**src/rtl/pwm_pkg.sv**
```systemverilog
// Shared PWM types: capture FSM states, default counter width and the count type
// also used by the PWM generators.
package pwm_pkg;

    localparam int PWM_CNT_W = 16;

    typedef logic [PWM_CNT_W-1:0] pwm_count_t;

    typedef enum logic [1:0] {
        IDLE = 2'd0,
        HIGH = 2'd1,
        LOW  = 2'd2
    } pwm_cap_state_e;

endpackage

```
**src/rtl/pwm_sync_edge.sv**
```systemverilog
// Input conditioning for pwm_capture: synchronizer, optional debounce filter
// (enabled by PWM_CAPTURE_FILTER_EN) and rise/fall detector.
module pwm_sync_edge #(
    parameter int SYNC_STAGES = 2,
    parameter int FILTER_LEN  = 4
) (
    input  logic clk,
    input  logic rst_n,
    input  logic pwm_in,
    output logic level,
    output logic rise,
    output logic fall
);

    if (SYNC_STAGES < 2) begin : g_bad_sync_stages
        $error("SYNC_STAGES must be at least 2");
    end
    if (FILTER_LEN < 1) begin : g_bad_filter_len
        $error("FILTER_LEN must be at least 1");
    end

    logic [SYNC_STAGES-1:0] sync_q, sync_d;
    logic                   level_prev_q, level_prev_d;

    always_comb begin
        sync_d = {sync_q[SYNC_STAGES-2:0], pwm_in};
    end

`ifdef PWM_CAPTURE_FILTER_EN
    localparam int FCNT_W = $clog2(FILTER_LEN + 1);

    logic              filt_q, filt_d;
    logic [FCNT_W-1:0] fcnt_q, fcnt_d;

    // The filtered level flips only after FILTER_LEN consecutive disagreeing samples.
    always_comb begin
        // NOTE: every always_comb output gets a default first so no latch is inferred.
        filt_d = filt_q;
        fcnt_d = '0;
        if (sync_q[SYNC_STAGES-1] != filt_q) begin
            if (fcnt_q == FCNT_W'(FILTER_LEN - 1)) begin
                filt_d = sync_q[SYNC_STAGES-1];
            end else begin
                fcnt_d = fcnt_q + FCNT_W'(1);
            end
        end
    end

    always_ff @(posedge clk or negedge rst_n) begin
        if (!rst_n) begin
            filt_q <= 1'b0;
            fcnt_q <= '0;
        end else begin
            filt_q <= filt_d;
            fcnt_q <= fcnt_d;
        end
    end

    assign level = filt_q;
`else
    assign level = sync_q[SYNC_STAGES-1];
`endif

    always_comb begin
        level_prev_d = level;
    end

    always_ff @(posedge clk or negedge rst_n) begin
        // NOTE: state flops use non-blocking assignments so every flop samples pre-edge values.
        if (!rst_n) begin
            sync_q       <= '0;
            level_prev_q <= 1'b0;
        end else begin
            sync_q       <= sync_d;
            level_prev_q <= level_prev_d;
        end
    end

    assign rise = level & ~level_prev_q;
    assign fall = ~level & level_prev_q;

endmodule

```
**src/rtl/pwm_capture.sv**
```systemverilog
// PWM decoder: measures period and high time between consecutive rises of pwm_in.
// Build option: define PWM_CAPTURE_FILTER_EN to insert the input debounce filter.
module pwm_capture
    import pwm_pkg::*;
#(
    parameter int CNT_W       = PWM_CNT_W,
    parameter int SYNC_STAGES = 2,
    parameter int FILTER_LEN  = 4
) (
    input  logic             clk,
    input  logic             rst_n,
    input  logic             pwm_in,
    output logic [CNT_W-1:0] period,
    output logic [CNT_W-1:0] high_time,
    output logic             meas_valid,
    output logic             timeout,
    output logic             stuck_level
);

    localparam logic [CNT_W-1:0] CNT_MAX = '1;
    localparam logic [CNT_W-1:0] CNT_ONE = CNT_W'(1);

    logic level, rise, fall;

    pwm_sync_edge #(
        .SYNC_STAGES (SYNC_STAGES),
        .FILTER_LEN  (FILTER_LEN)
    ) u_sync_edge (
        .clk    (clk),
        .rst_n  (rst_n),
        .pwm_in (pwm_in),
        .level  (level),
        .rise   (rise),
        .fall   (fall)
    );

    pwm_cap_state_e   state_q, state_d;
    logic [CNT_W-1:0] period_cnt_q, period_cnt_d;
    logic [CNT_W-1:0] high_cnt_q, high_cnt_d;
    logic [CNT_W-1:0] period_q, period_d;
    logic [CNT_W-1:0] high_time_q, high_time_d;
    logic             meas_valid_q, meas_valid_d;
    logic             timeout_q, timeout_d;
    logic             stuck_level_q, stuck_level_d;

    always_comb begin
        state_d       = state_q;
        period_cnt_d  = period_cnt_q;
        high_cnt_d    = high_cnt_q;
        period_d      = period_q;
        high_time_d   = high_time_q;
        meas_valid_d  = 1'b0;
        timeout_d     = 1'b0;
        stuck_level_d = stuck_level_q;

        case (state_q)
            IDLE: begin
                if (rise) begin
                    state_d      = HIGH;
                    period_cnt_d = CNT_ONE;
                    high_cnt_d   = CNT_ONE;
                end
            end

            HIGH: begin
                // Saturation wins over any edge seen in the same cycle.
                if (period_cnt_q == CNT_MAX) begin
                    state_d       = IDLE;
                    timeout_d     = 1'b1;
                    stuck_level_d = level;
                end else begin
                    period_cnt_d = period_cnt_q + CNT_ONE;
                    if (fall) begin
                        state_d = LOW;
                    end else begin
                        high_cnt_d = high_cnt_q + CNT_ONE;
                    end
                end
            end

            LOW: begin
                if (period_cnt_q == CNT_MAX) begin
                    state_d       = IDLE;
                    timeout_d     = 1'b1;
                    stuck_level_d = level;
                end else if (rise) begin
                    state_d      = HIGH;
                    period_d     = period_cnt_q;
                    high_time_d  = high_cnt_q;
                    meas_valid_d = 1'b1;
                    period_cnt_d = CNT_ONE;
                    high_cnt_d   = CNT_ONE;
                end else begin
                    period_cnt_d = period_cnt_q + CNT_ONE;
                end
            end

            default: begin
                state_d = IDLE;
            end
        endcase
    end

    always_ff @(posedge clk or negedge rst_n) begin
        if (!rst_n) begin
            state_q       <= IDLE;
            period_cnt_q  <= '0;
            high_cnt_q    <= '0;
            period_q      <= '0;
            high_time_q   <= '0;
            meas_valid_q  <= 1'b0;
            timeout_q     <= 1'b0;
            stuck_level_q <= 1'b0;
        end else begin
            state_q       <= state_d;
            period_cnt_q  <= period_cnt_d;
            high_cnt_q    <= high_cnt_d;
            period_q      <= period_d;
            high_time_q   <= high_time_d;
            meas_valid_q  <= meas_valid_d;
            timeout_q     <= timeout_d;
            stuck_level_q <= stuck_level_d;
        end
    end

    assign period      = period_q;
    assign high_time   = high_time_q;
    assign meas_valid  = meas_valid_q;
    assign timeout     = timeout_q;
    assign stuck_level = stuck_level_q;

endmodule

```
**config.mk**
```make
export PLATFORM = sky130hd
export DESIGN_NAME = pwm_capture
export DESIGN_NICKNAME = d
export VERILOG_FILES = /design/src/rtl/pwm_pkg.sv /design/src/rtl/pwm_sync_edge.sv /design/src/rtl/pwm_capture.sv
export SDC_FILE = /design/constraint.sdc
export NUM_CORES = 1
export LEC_CHECK = 0
export CAP_MARGIN = 20
export CORE_MARGIN = 3
export CORE_UTILIZATION = 60
export CTS_CLUSTER_DIAMETER = 120
export CTS_CLUSTER_SIZE = 8
export DETAILED_ROUTE_END_ITERATION = 10
export DONT_BUFFER_PORTS = 1
export HOLD_SLACK_MARGIN = 0.02
export PLACE_DENSITY = 0.76
export SETUP_SLACK_MARGIN = 0.15
export SLEW_MARGIN = 10
export SYNTH_ARGS = -nofsm -noshare
export SYNTH_HDL_FRONTEND = slang
export SYNTH_SLANG_ARGS = --single-unit
```
**constraint.sdc**
```tcl
create_clock -name clk -period 3.1 [get_ports clk]
set_input_delay 0.62 -clock clk [delete_from_list [all_inputs] [get_ports clk]]
set_output_delay 0.62 -clock clk [all_outputs]
set_load 0.02 [all_outputs]
```
==> impl_metrics.env <==
export IMPL_antenna_found_initial=0
export IMPL_finalCritPeriodShare_pct=84.8
export IMPL_place_hpwl_um=4990
export IMPL_syn_instance_count=384
export IMPL_maxCapViolCount=0
export IMPL_drt_pass1_iterations=5
export IMPL_final_util_pct=67.6
export IMPL_postLayoutCellArea_um2=3790
export IMPL_synth_avg_cell_area_um2=9.19
export IMPL_cp_start_kind="flip-flop"
export IMPL_fin_nets=391
export IMPL_status="finished clean"
export IMPL_wl_um=7530
export IMPL_insertion_delay_ns=0.35
export IMPL_critPathMaxFanout=31
export IMPL_fp_row_count=27
export IMPL_crit_type="flip-flop to flip-flop"
export IMPL_gp_congestion=0.860
export IMPL_cts_buffer_depth=2
export IMPL_track_usage_pct=24.8
export IMPL_die_h_um=82.7
export IMPL_switchingPower_uw=998
export IMPL_drive_gt1_share_pct=8.01
export IMPL_tightestPinTransition_ns=0.962
export IMPL_start_util_pct=62.9
export IMPL_hold_viol=0
export IMPL_slew_headroom_pct=35.8
export IMPL_grt_max_degree=73
export IMPL_coreArea_um2=5610
export IMPL_powerDensity_nw_per_um2=708
export IMPL_num_antenna_cells=0
export IMPL_grt_pass1_vias=2764
export IMPL_grt_pass1_wl_um=12800
export IMPL_fp_dieW_um=82.7
export IMPL_cts_tree="built"
export IMPL_register_area_um2=1800
export IMPL_clock_sink_count=72
export IMPL_slew_violations=0
export IMPL_vias=2803
export IMPL_intPower_uw=1690
export IMPL_period_minus_slack_ns=2.63
export IMPL_io_pins=38
export IMPL_grt_ovfl_total=0
export IMPL_cts_root_buf="clkbuf_8"
export IMPL_fin_setup_tns_ns=0
export IMPL_worst_endpoint_arrival_ns=2.86
export IMPL_rsz0062_at_grt="false"
export IMPL_routedWlPerCell_um=16.4
export IMPL_p_seq_share_pct=42.8
export IMPL_synth_edf_count=0
export IMPL_via_per_inst=6.11
export IMPL_io_buffer_count=0
export IMPL_ys_warn_count=0
export IMPL_p_clk_share_pct=28.3
export IMPL_skew_ns=0.00734
export IMPL_ys_seq_area_share_pct=51.1
export IMPL_drcViolationCount=0
export IMPL_worst_setup_path_end_kind="flip-flop"
export IMPL_syn2layout_area_growth_pct=7.48
export IMPL_ys_async_sr_fraction_pct=100
export IMPL_dpl_cell_area_um2=3560
export IMPL_ys_seq_elements=72
export IMPL_min_path_type="primary input to async pin"
export IMPL_netlist_area_um2=3530
export IMPL_crit_required_ns=3.33
export IMPL_leakagePower_uw=0.00179
export IMPL_ant_nets=0
export IMPL_drtIter0Drc=194
export IMPL_cts_repair_resized=0
export IMPL_synth_fp_nets=393
export IMPL_ys_flop_type="dfrtp_1"
export IMPL_swShare_pct=37.2
export IMPL_filler_cell_count=458
export IMPL_combPwrFrac_pct=28.9
export IMPL_setup_viol=0
export IMPL_die_area_um2=6840
export IMPL_numCtsBuffers=9
export IMPL_peakVddDrop_mv=0.512
export IMPL_cts_max_level=3
export IMPL_fmax_ghz=0.380
export IMPL_clk_pin_slew_ns=0.08
export IMPL_multiInputGateArea_um2=1590
export IMPL_yosysUniqueCellTypes=48
[per-layer routing]
layer | routed length [um] | vias to the layer above | GRT usage [%]
li1 | - | 1350 | -
met1 | 3290 | 1373 | 30.5
met2 | 3850 | 65 | 42.7
met3 | 243 | 15 | 3.58
met4 | 148 | 0 | 11.8
met5 | 0 | - | 0
[final timing paths]
path,from,to,slack (ns),cells past startpoint
max,period_cnt_q[0]$_DFFE_PN0P_,period[15]$_DFFE_PN0P_,0.47,6
max reg2reg,period_cnt_q[0]$_DFFE_PN0P_,period[15]$_DFFE_PN0P_,0.47,6
max in group asynchronous,rst_n,high_cnt_q[11]$_DFFE_PN0P_,2.66,1
min,rst_n,period[5]$_DFFE_PN0P_,0.15,1
min in group clk,pwm_in,u_sync_edge.sync_q[0]$_DFF_PN0_,0.30,0
min reg2reg,u_sync_edge.sync_q[0]$_DFF_PN0_,u_sync_edge.sync_q[1]$_DFF_PN0_,0.35,0
[metrics by stage]
stage | power (uW) | worst slack, ns | std cells | hold WS, ns
after floorplan | 1730 | 1.15 | 384 | 0.324
after global placement | 1880 | 0.562 | 442 | 0.326
after detailed placement | 1910 | 0.466 | 442 | 0.326
after CTS | 2700 | 0.444 | 459 | 0.163
after global routing | 2860 | 0.221 | 459 | 0.152
final | 2680 | 0.471 | 459 | 0.155
[power by group through the flow]
stage	clock [uW]	combinational, uW	sequential, uW
after floorplan	0	586	1140
after global placement	0	718	1170
after detailed placement	0	744	1170
after CTS	769	776	1150
after global routing	819	876	1160
final	760	776	1150
[registers in the layout, indices dropped and copies added, names as in the netlist]
register / flops
high_cnt_q: 16
high_time: 16
meas_valid: 1
period: 16
period_cnt_q: 16
state_q: 2
stuck_level: 1
timeout: 1
u_sync_edge.level_prev_q: 1
u_sync_edge.sync_q: 2
[final cells by class]
cell class	instances	area share [%]
sequential	72	47.5
timing repair buffer	5	1.52
multi-input combinational	282	42.0
tap	72	2.38
clock inverter	5	1.45
inverter	12	1.19
clock buffer	11	3.99
[repair_timing]
action                    in CTS  in global routing
hold endpoints to repair      72                  0
hold buffers                   1                  0
buffers inserted               0                  0
[Yosys cell counts (4+ instances only)]
library cell	n	area (um2)
inv_1	12	45.0
ha_1	6	75.1
nand3_1	19	95.1
a22o_1	8	70.1
nor3_1	11	55.1
nor2_1	15	56.3
dfrtp_1	72	1800
nand2_1	109	409
and3_1	6	37.5
nor4_1	5	31.3
nand4_1	7	43.8
clkbuf_1	5	18.8
a22oi_1	4	30.0
o21ai_0	20	100
nand3b_1	6	45.0
nand2b_1	7	43.8
buf_2	12	60.1
a21oi_1	5	25.0
o31ai_1	5	37.5
mux2i_1	5	50.1
o221ai_1	6	52.6
[critical path, stage by stage, from the launching register on]
cell     delay [ns]
dfrtp_1        0.43
ha_1           0.22
nand3_2        0.20
nor4_4         0.70
or2_2          0.24
inv_1          0.40
o22a_1         0.33
[kinds of logic (layout without fill, tap and decap cells)]
logic type / after synthesis / count (layout) / share of synthesized area, %
mux: 6 / 6 / 1.74
fa+ha+maj: 6 / 6 / 2.13
buf+inv: 30 / 33 / 3.83
compound gates: 67 / 67 / 13.7
flops: 72 / 72 / 51.1
simple gates: 203 / 203 / 27.6
[cell usage in the layout (no fill, tap or decap), types with 4 or more instances in the layout]
cell,netlist,routed
nand2b_1,7,7
dfrtp_1,72,72
and3_1,6,6
nand3_1,19,19
o31ai_1,5,5
a21oi_1,5,5
buf_4,0,4
inv_1,12,12
o221ai_1,6,6
clkbuf_8,0,11
ha_1,6,6
a22oi_1,4,4
nand3b_1,6,6
nor3_1,11,11
nand4_1,7,7
nor2_1,15,15
nor4_1,5,5
nand2_1,109,109
mux2i_1,5,5
a22o_1,8,8
o21ai_0,20,20
Note: power is estimated with default switching activity, not from simulation.
